--- config.mk ---
export PLATFORM = sky130hd
export DESIGN_NAME = dvb_s2_cfg_master_flat
export DESIGN_NICKNAME = d
export VERILOG_FILES = /design/src/rtl/dvb_s2_cfg_pkg.sv /design/src/rtl/dvb_s2_cfg_master_if.sv /design/src/rtl/dvb_s2_cfg_expect.sv /design/src/rtl/dvb_s2_cfg_master.sv /design/src/flat_wrapper.sv
export SDC_FILE = /design/constraint.sdc
export NUM_CORES = 1
export LEC_CHECK = 0
export CORE_MARGIN = 2
export CORE_UTILIZATION = 49
export DETAILED_ROUTE_END_ITERATION = 12
export GPL_TIMING_DRIVEN = 0
export PLACE_DENSITY_LB_ADDON = 0.05
export SETUP_SLACK_MARGIN = 0.15
export SLEW_MARGIN = 25
export SYNTH_ARGS = -nofsm -noshare
export SYNTH_HDL_FRONTEND = slang
export SYNTH_SLANG_ARGS = --single-unit
--- constraint.sdc ---
create_clock -name clk -period 3.6 [get_ports clk]
set_input_delay 0.9 -clock clk [delete_from_list [all_inputs] [get_ports clk]]
set_output_delay 0.9 -clock clk [all_outputs]
set_load 0.02 [all_outputs]
--- src/rtl/dvb_s2_cfg_pkg.sv ---
// Shared definitions for the DVB-S2 configuration master.
// Holds the register map, the width of the field behind each register,
// the sequencer state encoding and the captured profile structure.
package dvb_s2_cfg_pkg;

    // Register addresses in the configuration bank
    localparam int REG_MOD_MODE      = 0;
    localparam int REG_LDPC_MODE     = 1;
    localparam int REG_FRAME_MODE    = 2;
    localparam int REG_PILOT_MODE    = 3;
    localparam int REG_SRRC_MODE     = 4;
    localparam int REG_CONV_MODE     = 5;
    localparam int REG_DVBS_MODE     = 6;
    localparam int REG_TS_SRC_MODE   = 7;
    localparam int REG_BAUD_NUM      = 8;
    localparam int REG_FREQ_INV_MODE = 9;
    localparam int REG_FS_EN_SWITCH  = 10;

    // Implemented field width behind each register
    localparam int W_MOD_MODE      = 2;
    localparam int W_LDPC_MODE     = 4;
    localparam int W_FRAME_MODE    = 1;
    localparam int W_PILOT_MODE    = 1;
    localparam int W_SRRC_MODE     = 2;
    localparam int W_CONV_MODE     = 3;
    localparam int W_DVBS_MODE     = 1;
    localparam int W_TS_SRC_MODE   = 2;
    localparam int W_BAUD_NUM      = 32;
    localparam int W_FREQ_INV_MODE = 1;
    localparam int W_FS_EN_SWITCH  = 1;

    typedef enum logic [2:0] {
        IDLE,
        WRITE,
        SETTLE,
        READ,
        DRAIN,
        DONE
    } state_t;

    // One complete modulator profile, captured on an accepted start
    typedef struct packed {
        logic [W_MOD_MODE-1:0]      mod_mode;
        logic [W_LDPC_MODE-1:0]     ldpc_mode;
        logic [W_FRAME_MODE-1:0]    frame_mode;
        logic [W_PILOT_MODE-1:0]    pilot_mode;
        logic [W_SRRC_MODE-1:0]     srrc_mode;
        logic [W_CONV_MODE-1:0]     conv_mode;
        logic [W_DVBS_MODE-1:0]     dvbs_mode;
        logic [W_TS_SRC_MODE-1:0]   ts_src_mode;
        logic [W_BAUD_NUM-1:0]      baud_num;
        logic [W_FREQ_INV_MODE-1:0] freq_inv_mode;
        logic [W_FS_EN_SWITCH-1:0]  fs_en_switch;
    } profile_t;

endpackage

--- src/rtl/dvb_s2_cfg_master_if.sv ---
// Register-bank access port: a write channel (wen/waddr/wdata/wstrb) and a
// read channel (ren/raddr) whose rdata returns in the cycle after ren.
//   master : drives strobes, addresses, write data; samples rdata
//   slave  : the register bank side
interface dvb_s2_cfg_master_if #(
    parameter int DATA_W = 32,
    parameter int ADDR_W = 10
);
    logic                  wen;
    logic [ADDR_W-1:0]     waddr;
    logic [DATA_W-1:0]     wdata;
    logic [DATA_W/8-1:0]   wstrb;
    logic                  ren;
    logic [ADDR_W-1:0]     raddr;
    logic [DATA_W-1:0]     rdata;

    modport master (
        output wen, waddr, wdata, wstrb, ren, raddr,
        input  rdata
    );

    modport slave (
        input  wen, waddr, wdata, wstrb, ren, raddr,
        output rdata
    );
endinterface

--- src/rtl/dvb_s2_cfg_expect.sv ---
// Maps a register address to the zero-extended value of the matching
// profile field. Unmapped addresses yield zero.
//   prof : captured profile
//   addr : register address
//   data : field value, zero-extended to DW bits
module dvb_s2_cfg_expect
    import dvb_s2_cfg_pkg::*;
#(
    parameter int DW = 32,
    parameter int AW = 10
) (
    input  profile_t        prof,
    input  logic [AW-1:0]   addr,
    output logic [DW-1:0]   data
);

    always_comb begin
        data = '0;
        case (addr)
            AW'(REG_MOD_MODE):      data = DW'(prof.mod_mode);
            AW'(REG_LDPC_MODE):     data = DW'(prof.ldpc_mode);
            AW'(REG_FRAME_MODE):    data = DW'(prof.frame_mode);
            AW'(REG_PILOT_MODE):    data = DW'(prof.pilot_mode);
            AW'(REG_SRRC_MODE):     data = DW'(prof.srrc_mode);
            AW'(REG_CONV_MODE):     data = DW'(prof.conv_mode);
            AW'(REG_DVBS_MODE):     data = DW'(prof.dvbs_mode);
            AW'(REG_TS_SRC_MODE):   data = DW'(prof.ts_src_mode);
            AW'(REG_BAUD_NUM):      data = DW'(prof.baud_num);
            AW'(REG_FREQ_INV_MODE): data = DW'(prof.freq_inv_mode);
            AW'(REG_FS_EN_SWITCH):  data = DW'(prof.fs_en_switch);
            default:                data = '0;
        endcase
    end

endmodule

--- src/rtl/dvb_s2_cfg_master.sv ---
// DVB-S2 configuration master. On start it captures the modulator profile,
// writes registers 0..NUM_REGS-1 in order, waits SETTLE_CYCLES, then
// (VERIFY_EN=1) reads every register back and compares against the
// zero-extended captured field.
//   clk, rst  : clock, synchronous active-high reset
//   start     : request, accepted only in IDLE
//   *_cfg etc : profile fields, sampled on accepted start
//   bus       : register-bank write/read port (master side)
//   busy/done : sequence in progress / one-cycle end pulse
//   err, err_addr, err_count : sticky verify result
module dvb_s2_cfg_master
    import dvb_s2_cfg_pkg::*;
#(
    parameter int C_S_AXI_DATA_WIDTH = 32,
    parameter int OPT_MEM_ADDR_BITS  = 10,
    parameter int NUM_REGS           = 11,
    parameter int SETTLE_CYCLES      = 2,
    parameter int VERIFY_EN          = 1
) (
    input  logic                         clk,
    input  logic                         rst,
    input  logic                         start,
    input  logic [1:0]                   mod_mode_cfg,
    input  logic [3:0]                   ldpc_mode_cfg,
    input  logic                         frame_mode_cfg,
    input  logic                         pilot_mode_cfg,
    input  logic [1:0]                   srrc_mode,
    input  logic [2:0]                   dvb_s_convolution_mode,
    input  logic                         dvb_s_mode,
    input  logic [1:0]                   TS_Source_mode,
    input  logic [31:0]                  SYS_Baud_Num,
    input  logic                         Freq_Inv_mode,
    input  logic                         fs_en_switch,
    dvb_s2_cfg_master_if.master          bus,
    output logic                         busy,
    output logic                         done,
    output logic                         err,
    output logic [OPT_MEM_ADDR_BITS-1:0] err_addr,
    output logic [3:0]                   err_count
);

    localparam int DW = C_S_AXI_DATA_WIDTH;
    localparam int AW = OPT_MEM_ADDR_BITS;
    localparam logic [AW-1:0] LAST_IDX    = AW'(NUM_REGS - 1);
    localparam logic [7:0]    LAST_SETTLE = (SETTLE_CYCLES > 0) ? 8'(SETTLE_CYCLES - 1) : 8'd0;

    state_t          state;
    logic [AW-1:0]   idx;
    logic [7:0]      settle_cnt;
    profile_t        prof_in;
    profile_t        shadow;
    logic            cmp_vld;
    logic [AW-1:0]   cmp_addr;
    logic [DW-1:0]   wr_exp;
    logic [DW-1:0]   rd_exp;
    logic            accept;

    assign prof_in = '{
        mod_mode:      mod_mode_cfg,
        ldpc_mode:     ldpc_mode_cfg,
        frame_mode:    frame_mode_cfg,
        pilot_mode:    pilot_mode_cfg,
        srrc_mode:     srrc_mode,
        conv_mode:     dvb_s_convolution_mode,
        dvbs_mode:     dvb_s_mode,
        ts_src_mode:   TS_Source_mode,
        baud_num:      SYS_Baud_Num,
        freq_inv_mode: Freq_Inv_mode,
        fs_en_switch:  fs_en_switch
    };

    assign accept = (state == IDLE) && start;

    dvb_s2_cfg_expect #(.DW(DW), .AW(AW)) u_wr_exp (
        .prof (shadow),
        .addr (bus.waddr),
        .data (wr_exp)
    );

    dvb_s2_cfg_expect #(.DW(DW), .AW(AW)) u_rd_exp (
        .prof (shadow),
        .addr (cmp_addr),
        .data (rd_exp)
    );

    // wdata is decoded from registered shadow/waddr and gated by the
    // registered wen, so it is clean and reads 0 whenever no write is issued.
    assign bus.wdata = bus.wen ? wr_exp : '0;

    always_ff @(posedge clk) begin
        if (rst) begin
            state      <= IDLE;
            idx        <= '0;
            settle_cnt <= '0;
            shadow     <= '0;
            bus.wen    <= 1'b0;
            bus.waddr  <= '0;
            bus.wstrb  <= '0;
            bus.ren    <= 1'b0;
            bus.raddr  <= '0;
            busy       <= 1'b0;
            done       <= 1'b0;
        end else begin
            bus.wen   <= 1'b0;
            bus.wstrb <= '0;
            bus.ren   <= 1'b0;
            done      <= 1'b0;
            case (state)
                IDLE: begin
                    if (start) begin
                        shadow    <= prof_in;
                        busy      <= 1'b1;
                        idx       <= '0;
                        state     <= WRITE;
                        bus.wen   <= 1'b1;
                        bus.waddr <= '0;
                        bus.wstrb <= '1;
                    end
                end
                WRITE: begin
                    if (idx == LAST_IDX) begin
                        idx        <= '0;
                        settle_cnt <= '0;
                        if (VERIFY_EN == 0) begin
                            state <= DONE;
                            done  <= 1'b1;
                            busy  <= 1'b0;
                        end else if (SETTLE_CYCLES == 0) begin
                            state     <= READ;
                            bus.ren   <= 1'b1;
                            bus.raddr <= '0;
                        end else begin
                            state <= SETTLE;
                        end
                    end else begin
                        idx       <= idx + 1'b1;
                        bus.wen   <= 1'b1;
                        bus.waddr <= idx + 1'b1;
                        bus.wstrb <= '1;
                    end
                end
                SETTLE: begin
                    if (settle_cnt == LAST_SETTLE) begin
                        state     <= READ;
                        bus.ren   <= 1'b1;
                        bus.raddr <= '0;
                    end else begin
                        settle_cnt <= settle_cnt + 8'd1;
                    end
                end
                READ: begin
                    if (idx == LAST_IDX) begin
                        state <= DRAIN;
                    end else begin
                        idx       <= idx + 1'b1;
                        bus.ren   <= 1'b1;
                        bus.raddr <= idx + 1'b1;
                    end
                end
                DRAIN: begin
                    // last read's data is compared this cycle
                    state <= DONE;
                    done  <= 1'b1;
                    busy  <= 1'b0;
                end
                DONE:    state <= IDLE;
                default: state <= IDLE;
            endcase
        end
    end

    // One-stage compare pipe: (valid, addr) follows ren/raddr by one cycle,
    // lining up with the bank's rdata.
    always_ff @(posedge clk) begin
        if (rst) begin
            cmp_vld   <= 1'b0;
            cmp_addr  <= '0;
            err       <= 1'b0;
            err_addr  <= '0;
            err_count <= '0;
        end else begin
            cmp_vld  <= bus.ren;
            cmp_addr <= bus.raddr;
            if (accept) begin
                err       <= 1'b0;
                err_addr  <= '0;
                err_count <= '0;
            end else if (cmp_vld && (bus.rdata != rd_exp)) begin
                err <= 1'b1;
                if (!err)
                    err_addr <= cmp_addr;
                if (err_count != 4'hF)
                    err_count <= err_count + 4'd1;
            end
        end
    end

endmodule
--- src/flat_wrapper.sv ---
// flat-port wrapper written by rule: the top's interface ports become plain ports
module dvb_s2_cfg_master_flat import dvb_s2_cfg_pkg::*;
#(
    parameter int C_S_AXI_DATA_WIDTH = 32,
    parameter int OPT_MEM_ADDR_BITS  = 10,
    parameter int NUM_REGS           = 11,
    parameter int SETTLE_CYCLES      = 2,
    parameter int VERIFY_EN          = 1
)
  (clk, rst, start, mod_mode_cfg, ldpc_mode_cfg, frame_mode_cfg, pilot_mode_cfg, srrc_mode, dvb_s_convolution_mode, dvb_s_mode, TS_Source_mode, SYS_Baud_Num, Freq_Inv_mode, fs_en_switch, busy, done, err, err_addr, err_count, bus_wen, bus_waddr, bus_wdata, bus_wstrb, bus_ren, bus_raddr, bus_rdata);
  dvb_s2_cfg_master_if bus_i ();
  input  logic clk;
  input  logic rst;
  input  logic start;
  input  logic [1:0] mod_mode_cfg;
  input  logic [3:0] ldpc_mode_cfg;
  input  logic frame_mode_cfg;
  input  logic pilot_mode_cfg;
  input  logic [1:0] srrc_mode;
  input  logic [2:0] dvb_s_convolution_mode;
  input  logic dvb_s_mode;
  input  logic [1:0] TS_Source_mode;
  input  logic [31:0] SYS_Baud_Num;
  input  logic Freq_Inv_mode;
  input  logic fs_en_switch;
  output logic busy;
  output logic done;
  output logic err;
  output logic [OPT_MEM_ADDR_BITS-1:0] err_addr;
  output logic [3:0] err_count;
  output wire logic [$bits(bus_i.wen)-1:0] bus_wen;
  output wire logic [$bits(bus_i.waddr)-1:0] bus_waddr;
  output wire logic [$bits(bus_i.wdata)-1:0] bus_wdata;
  output wire logic [$bits(bus_i.wstrb)-1:0] bus_wstrb;
  output wire logic [$bits(bus_i.ren)-1:0] bus_ren;
  output wire logic [$bits(bus_i.raddr)-1:0] bus_raddr;
  input wire logic [$bits(bus_i.rdata)-1:0] bus_rdata;
  assign bus_wen = bus_i.wen;
  assign bus_waddr = bus_i.waddr;
  assign bus_wdata = bus_i.wdata;
  assign bus_wstrb = bus_i.wstrb;
  assign bus_ren = bus_i.ren;
  assign bus_raddr = bus_i.raddr;
  assign bus_i.rdata = bus_rdata;
  dvb_s2_cfg_master #(.C_S_AXI_DATA_WIDTH(C_S_AXI_DATA_WIDTH), .OPT_MEM_ADDR_BITS(OPT_MEM_ADDR_BITS), .NUM_REGS(NUM_REGS), .SETTLE_CYCLES(SETTLE_CYCLES), .VERIFY_EN(VERIFY_EN)) u_core (.clk(clk), .rst(rst), .start(start), .mod_mode_cfg(mod_mode_cfg), .ldpc_mode_cfg(ldpc_mode_cfg), .frame_mode_cfg(frame_mode_cfg), .pilot_mode_cfg(pilot_mode_cfg), .srrc_mode(srrc_mode), .dvb_s_convolution_mode(dvb_s_convolution_mode), .dvb_s_mode(dvb_s_mode), .TS_Source_mode(TS_Source_mode), .SYS_Baud_Num(SYS_Baud_Num), .Freq_Inv_mode(Freq_Inv_mode), .fs_en_switch(fs_en_switch), .bus(bus_i), .busy(busy), .done(done), .err(err), .err_addr(err_addr), .err_count(err_count));
endmodule
==> results of run 1 <==
state kept, by name (all words and copies together), names as in the netlist:
signal and count:
u_core.shadow 50, u_core.bus.raddr 10, u_core.bus.waddr 10, u_core.cmp_addr 10, u_core.err_addr 10, u_core.idx 10, u_core.settle_cnt 8, u_core.err_count 4
u_core.state 3, u_core.bus.ren 1, u_core.bus.wstrb 1, u_core.busy 1, u_core.cmp_vld 1, u_core.done 1, u_core.err 1
cell type report:
type                            instances  area share [%]
Sequential cell                       121            28.3
Timing Repair Buffer                  162            17.8
Buffer                                 50            2.80
Clock inverter                         12            1.63
Inverter                               16           0.700
Clock buffer                           20            5.44
Multi-Input combinational cell        597            40.9
Tap cell                              168            2.45
placed cells by master, fill, tap and decap left out, drive strengths merged, types with 6 or more instances in the layout:
cell type        n
nand2          140
clkdlybuf4s50  127
dfxtp          121
nor2            79
a21oi           70
clkbuf          59
o21ai           36
buf             35
and2            28
nand3b          23
xor2            19
inv             19
nand3           18
a22oi           14
xnor2           14
a31oi           12
a21boi          12
o22ai           10
mux2             9
nor4bb           9
dlygate4sd2      9
nor2b            8
a211oi           8
and3             7
nand4            7
nor4             7
mux2i            6
nand2b           6
nor3             6
nor3b            6
worst min-delay path: stages (launching register included):
cell and delay [ns]:
dfxtp_1 0.31, inv_1 0.06, nor2_1 0.04
per-layer routing:
layer	routed length, um	track usage, %	vias to the layer above
met2	9160	48.5	259
met3	1450	7.11	48
met1	7990	35.3	3018
met5	0	0	-
met4	532	12.1	0
li1	-	-	3090
worst max-delay path by stage:
stage / from / end / slack (ns) / depth (start not counted)
floorplan: u_core.bus.waddr[4] / bus_wdata[11] / 0.55 / 6
global placement: u_core.bus.waddr[4] / bus_wdata[23] / -1.05 / 7
detailed placement: u_core.bus.waddr[4] / bus_wdata[23] / -0.60 / 7
CTS: u_core.bus.waddr[7] / bus_wdata[12] / 0.02 / 8
global route: u_core.cmp_addr[4] / u_core.err_addr[7] / 0.14 / 12
finish: u_core.bus.waddr[4] / bus_wdata[9] / 0.24 / 7
kinds of logic after synthesis:
| kind of cell | Yosys count | synth area share, % |
|---|---|---|
| AND/OR/NAND/NOR | 364 | 29.6 |
| AO/OA/AOI/OAI | 179 | 17.6 |
| flip-flops | 121 | 39.6 |
| buffers and inverters | 66 | 4.38 |
| XOR/XNOR | 33 | 4.72 |
| multiplexers | 16 | 3.01 |
| adder cells (fa/ha/maj) | 5 | 1.02 |
repair_timing:
| item | in CTS | in global routing |
|---|---|---|
| gates cloned | 0 | 0 |
| gates resized for setup | 100 | 36 |
| buffers inserted | 2 | 2 |
| setup endpoints to repair | 32 | 45 |
| pin swaps | 4 | 4 |
power by group:
| part | switching (mW) | internal (mW) |
|---|---|---|
| Combinational | 0.172 | 0.178 |
| Sequential | 0.0452 | 1.38 |
| Clock | 0.649 | 1.08 |
| Total | 0.867 | 2.64 |
==> metrics.md, run 1 <==
| Metric | Value |
|---|---|
| Status | `finished, final reports clean` |
| Clock root cell | `clkbuf_16` |
| Largest net degree at the start of global routing | `17` |
| Ys Warns | `0` |
| CTS tree | `built` |
| Largest area contributor in the netlist | `dfxtp_1` |
| Vias in the first global route | `6062` |
| Skew-Pair Late Insertion Delay | `between 0.4 and 0.5 ns` |
| Final ANT Viol Nets | `0` |
| Synth Instances | `784` |
| Ant diodes | `0` |
| Register area share after synthesis | `roughly two fifths` |
| Worst setup SP type | `register` |
| Final GP Congestion | `0.922` |
| Distinct cell type count after synthesis | `59` |
| R2r setup slk | `0.26 ns` |
| Dpl ws | `-0.596 ns` |
| 1st-pass router iterations | `5` |
| Clk buf depth | `2` |
| Max cap viols | `0` |
| Hold Crit Start | `u_core.bus.raddr[8]` |
| Mean Syn Cell Area | `7.80 um2` |
| Most instantiated cells after synthesis | `140 x nand2_1, 121 x dfxtp_1, 79 x nor2_1` |
| Worst Slack Setup Final | `0.238 ns` |
| Largest cells by area after synthesis | `dfxtp_1 40%, nand2_1 8.6%, a21oi_1 5.7%, nor2_1 4.8%, and2_1 2.9%` |
| Post-DP Area | `between 0.007 and 0.008 mm2` |
| RSZ-0062 raised after global routing | `no` |
| Worst Hold Class | `register to register` |
| Util after Layout | `70.8%` |
| Antenna violations before repair | `0` |
| Vias/cell | `5.60` |
| DR iter-0 viols | `480` |
| Fin crit period | `3.36 ns` |
| WP data required | `2.70 ns` |
| CP Class | `register to output pin` |
| Worst Max-Slew Pin Slew | `between 0.9 and 1 ns` |
| Port Buf Inserts | `between 150 and 200` |
| Fmax | `0.297 GHz` |
| Mapped Nets | `just under 900` |
| Number of top-level pins | `160` |
| Final hold slack | `0.459 ns` |
| Reg-to-Reg Start | `u_core.cmp_addr[4]` |
| # placed instances | `roughly 1.1k` |
| WL/cell | `around 17 um` |
| Synth Cell Area | `between 0.006 and 0.007 mm2` |
| Clock skew | `0.00653 ns` |
| Hold path cells | `2` |
| DP Wirelength | `between 10 and 15 mm` |
| Total Wirelength | `19.1 mm` |
| Tot GR Track Use | `28.8%` |
| Share of post-route cells with drive strength above 1 | `between 10% and 20%` |
| Final instance area | `roughly 0.0086 mm2` |
| Worst path cell trace | `nor4_4 > o2111ai_2 > nor3b_2 > nor3b_4 > buf_12 > and2_1 > dlygate4sd2_1` |
| Power Dens Cells | `409 mW/mm2` |
| Final worst-path cycle share | `93.4%` |
| Clock Sink Count | `between 100 and 150` |
| CTS Hold Bufs | `0` |
| Post-synth EDFFs | `0` |
| Storage cell area | `between 0.002 and 0.0025 mm2` |
| Yosys top cell area share | `39.6%` |
| Initial Util | `around 51%` |
| Filler cell count | `between 900 and 1k` |
| Fin cells | `approximately 1.1k` |
| H-tree Lvls | `4` |
| DR vias | `approximately 6.4k` |
| Grt ovf | `0` |
| Family with the most delay on the worst path | `simple AND/OR/NAND/NOR gates` |
| Setup_tns | `0 ns` |
| Final setup vio count | `0` |
| Slew Limit Fails | `0` |
| Core ar. | `0.0121 mm2` |
| Die area | `0.0134 mm2` |
| Worst path slowest cell | `nor4_4` |
| Area of the multi-input gates | `0.00351 mm2` |
| Critical Path AT | `2.46 ns` |
| Hold Fails Final Rpt | `0` |
| Worst-path fanout max | `10` |
| Bufs and invs on worst path | `2` |
| Async SR Flop Fraction | `0%` |
| DRC Markers | `0` |
| Total power | `3.50 mW` |
| Hold EP | `u_core.cmp_addr[8]` |
| Row cnt | `40` |
| Synthesis-to-layout area growth | `40.1%` |
| Most frequent cell after synthesis | `nand2_1` |
| Critical Path End Type | `output pin` |
| TritonCTS Buffers | `17` |
| Reg2reg path depth | `12` |
| Slew margin rel. | `around a third` |
| Yosys reg bits | `121` |
| Global-route wire length before repair | `29.8 mm` |
| Static Leak | `3.24 nW` |
| Worst R2R End | `u_core.err_addr[7]` |
| Die height | `about 120 um` |
| Die X | `116 um` |
| Net count reported at finish | `about 1.1k` |
| Clock transition at path regs | `0.06 ns` |
| Primary FF master, synth | `dfxtp_1` |
| Worst VDD drop | `between 0.0002 and 0.0003 V` |
| Peak per-stage delay on the critical path | `~0.37 ns` |
Power figures use the tool's default switching activity.
==> run 2: changes to the inputs <==
--- a/config.mk
+++ b/config.mk
@@ -5,6 +5,7 @@
 export SDC_FILE = /design/constraint.sdc
 export NUM_CORES = 1
 export LEC_CHECK = 0
+export CAP_MARGIN = 40
 export CORE_MARGIN = 2
 export CORE_UTILIZATION = 49
 export DETAILED_ROUTE_END_ITERATION = 12
==> run 2 against run 1 <==
Global-route usage is 0.32 points lower. Hold slack worse by 0.0032 ns. Fmax is 0.76% lower. Critical path depth is 5 higher. Final cell count is 0.17% higher. Non-clock buffer count is 3 higher. Clock power is 2% lower. Clock-buffer cell count is 1 higher. Sequential share of layout area is 0.17 points higher. Flip-flop and latch count stayed put. Critical endpoint is now u_core.err_addr[2]. Largest cell class unchanged. Highest routed layer unchanged.
==> metrics.md, run 2 (synthesized netlist as in run 1, its figures left out) <==
| Metric | Value |
|---|---|
| Worst VDD drop | `0.000350 V (+18%)` |
| Row cnt | `40 (unchanged)` |
| Commonest non-fill, non-tap cells in the layout | `140 x nand2_1, 127 x clkdlybuf4s50_1, 120 x dfxtp_1` |
| WL/cell | `16.7 um (about the same)` |
| Final setup vio count | `0 (unchanged)` |
| Worst R2R End | `u_core.err_addr[2]` |
| Static Leak | `3.22 nW (-0.61%)` |
| Number of top-level pins | `160 (unchanged)` |
| Clk buf depth | `2 (unchanged)` |
| Most common cell after layout, fill and taps aside | `nand2_1` |
| Flop pwr share | `41.1% (+0.5 points)` |
| Critical Path End Type | `register` |
| Largest net degree at the start of global routing | `17 (unchanged)` |
| Clock transition at path regs | `0.05 ns (about the same)` |
| Final ANT Viol Nets | `0 (unchanged)` |
| DR iter-0 viols | `523 (+9.0%)` |
| Initial Util | `50.5% (unchanged)` |
| CP Class | `register to register` |
| Clk pwr share | `48.8% (-0.6 points)` |
| WP data required | `3.91 ns (+1.21 ns)` |
| Vias in the first global route | `5885 (-2.9%)` |
| Status | `finished, final reports clean` |
| Ant diodes | `0 (unchanged)` |
| Grt ovf | `0 (unchanged)` |
| Skew-Pair Late Insertion Delay | `0.42 ns (about the same)` |
| Slew Limit Fails | `0 (unchanged)` |
| Total power | `3.47 mW (-1.1%)` |
| Share of post-route cells with drive strength above 1 | `10.9% (+0.80 points)` |
| Psw | `839 uW (-3.2%)` |
| Die height | `116 um (unchanged)` |
| Combinational power share | `10.1% (about the same)` |
| Port Buf Inserts | `158 (unchanged)` |
| Critical Path AT | `3.70 ns (+1.24 ns)` |
| Largest register FFs | `50 (unchanged)` |
| Net count reported at finish | `1058 (+0.28%)` |
| Reg2reg path depth | `12 (unchanged)` |
| Clock Sink Count | `121 (unchanged)` |
| Antenna violations before repair | `0 (unchanged)` |
| Die X | `116 um (unchanged)` |
| DRC Markers | `0 (unchanged)` |
| Worst Hold Class | `register to register` |
| Worst setup SP type | `register` |
| Hold Fails Final Rpt | `0 (unchanged)` |
| CTS Hold Bufs | `0 (unchanged)` |
| R2r setup slk | `0.21 ns (-0.05 ns)` |
| Worst Max-Slew Pin Slew | `0.884 ns (-0.0898 ns)` |
| Synthesis-to-layout area growth | `39.4%` |
| Slew margin rel. | `40.6% (+5.7 points)` |
| Tot GR Track Use | `28.5% (-0.32 points)` |
| Hold path cells | `2 (unchanged)` |
| Vias/cell | `5.55 (-0.78%)` |
| Clock skew | `0.00550 ns (-0.00102 ns)` |
| Dpl ws | `-0.602 ns (-0.00567 ns)` |
| Fin crit period | `3.39 ns (+0.0259 ns)` |
| RSZ-0062 raised after global routing | `yes` |
| Power Dens Cells | `406 mW/mm2 (-0.55%)` |
| Final worst-path cycle share | `94.1% (+0.72 points)` |
| Total Wirelength | `19.2 mm (+0.24%)` |
| DR vias | `6376 (-0.61%)` |
| Hold EP | `u_core.cmp_addr[8]` |
| Die area | `0.0134 mm2 (unchanged)` |
| Worst-path fanout max | `10 (unchanged)` |
| Worst Slack Setup Final | `0.212 ns (-0.0259 ns)` |
| 1st-pass router iterations | `5 (unchanged)` |
| Reg-to-Reg Start | `u_core.cmp_addr[4]` |
| Final GP Congestion | `0.922 (unchanged)` |
| Max cap viols | `0 (unchanged)` |
| Register with the most flip-flops | `u_core.shadow` |
| Global-route wire length before repair | `29.6 mm (-0.76%)` |
| Switching Share | `24.2% (-0.52 points)` |
| H-tree Lvls | `4 (unchanged)` |
| P_int | `2.63 mW (-0.40%)` |
| TritonCTS Buffers | `17 (unchanged)` |
| CTS tree | `built` |
| Clock root cell | `clkbuf_16` |
| Fmax | `0.295 GHz (-0.76%)` |
| Core ar. | `0.0121 mm2 (unchanged)` |
| DP Wirelength | `14.3 mm (about the same)` |
| Hold Crit Start | `u_core.bus.raddr[8]` |
## run 2: timing repair
action                                  CTS  global route
gates resized for setup                  88            61
cloned                                    0             1
endpoints found under the setup margin   31            43
setup buffers                             3             0
pin swaps                                 3             4
## run 2: power by group through the flow
stage	clock network, mW	logic, mW	registers (mW)
after floorplan	0	0.175	1.44
after global placement	0	0.333	1.45
after detailed placement	0	0.341	1.45
after CTS	1.71	0.347	1.42
after global routing	1.76	0.381	1.43
final	1.69	0.351	1.42
## run 2: worst max-delay path by stage
stage	endpoint	startpoint	slack (ns)	depth (start not counted)
final	u_core.err_addr[2]	u_core.cmp_addr[4]	0.21	12
after global routing	u_core.err_addr[0]	u_core.cmp_addr[4]	0.13	12
after CTS	bus_wdata[23]	u_core.bus.waddr[7]	0.08	8
after detailed placement	bus_wdata[23]	u_core.bus.waddr[4]	-0.60	7
after global placement	bus_wdata[23]	u_core.bus.waddr[4]	-1.05	7
after floorplan	bus_wdata[11]	u_core.bus.waddr[4]	0.55	6
## run 2: critical path, stage by stage (launching register included)
cell and delay (ns):
dfxtp_1 0.31, or4_4 0.54, buf_4 0.18, or3_1 0.33, buf_2 0.18, buf_4 0.19, nor2_1 0.11, o22ai_1 0.11
nand4b_1 0.34, o41a_1 0.61, buf_4 0.20, nand3b_1 0.10, a21boi_1 0.08
## run 2: final cells by class
cell class | instances | area (um2)
Fill cell | 1036 | 3580
Multi-Input combinational cell | 597 | 3490
Sequential cell | 121 | 2420
Timing Repair Buffer | 165 | 1510
Clock buffer | 21 | 470
Buffer | 50 | 250
Tap cell | 168 | 210
Clock inverter | 10 | 118
Inverter | 16 | 60.1
## run 2: metal layers
metal  wire [um]  vias to the layer above  global-route usage [%]
li1            -                     3100                       -
met2        9310                      246                    49.0
met5           0                        -                       0
met4         307                        0                    8.10
met1        8340                     3000                    36.4
met3        1220                       30                    5.81
## run 2: stage by stage
stage | cells | hold slack (ns) | TNS, ns | cell area, um2 | utilization [%]
floorplan | 784 | 0.440 | 0 | 6120 | -
global placement | 1110 | 0.453 | -26.43 | 7910 | 65.3
detailed placement | 1111 | 0.452 | -13.74 | 7920 | 65.4
CTS | 1145 | 0.461 | 0 | 8600 | 71.0
global route | 1148 | 0.473 | 0 | 8530 | 70.4
finish | 1148 | 0.456 | 0 | 8530 | 70.4
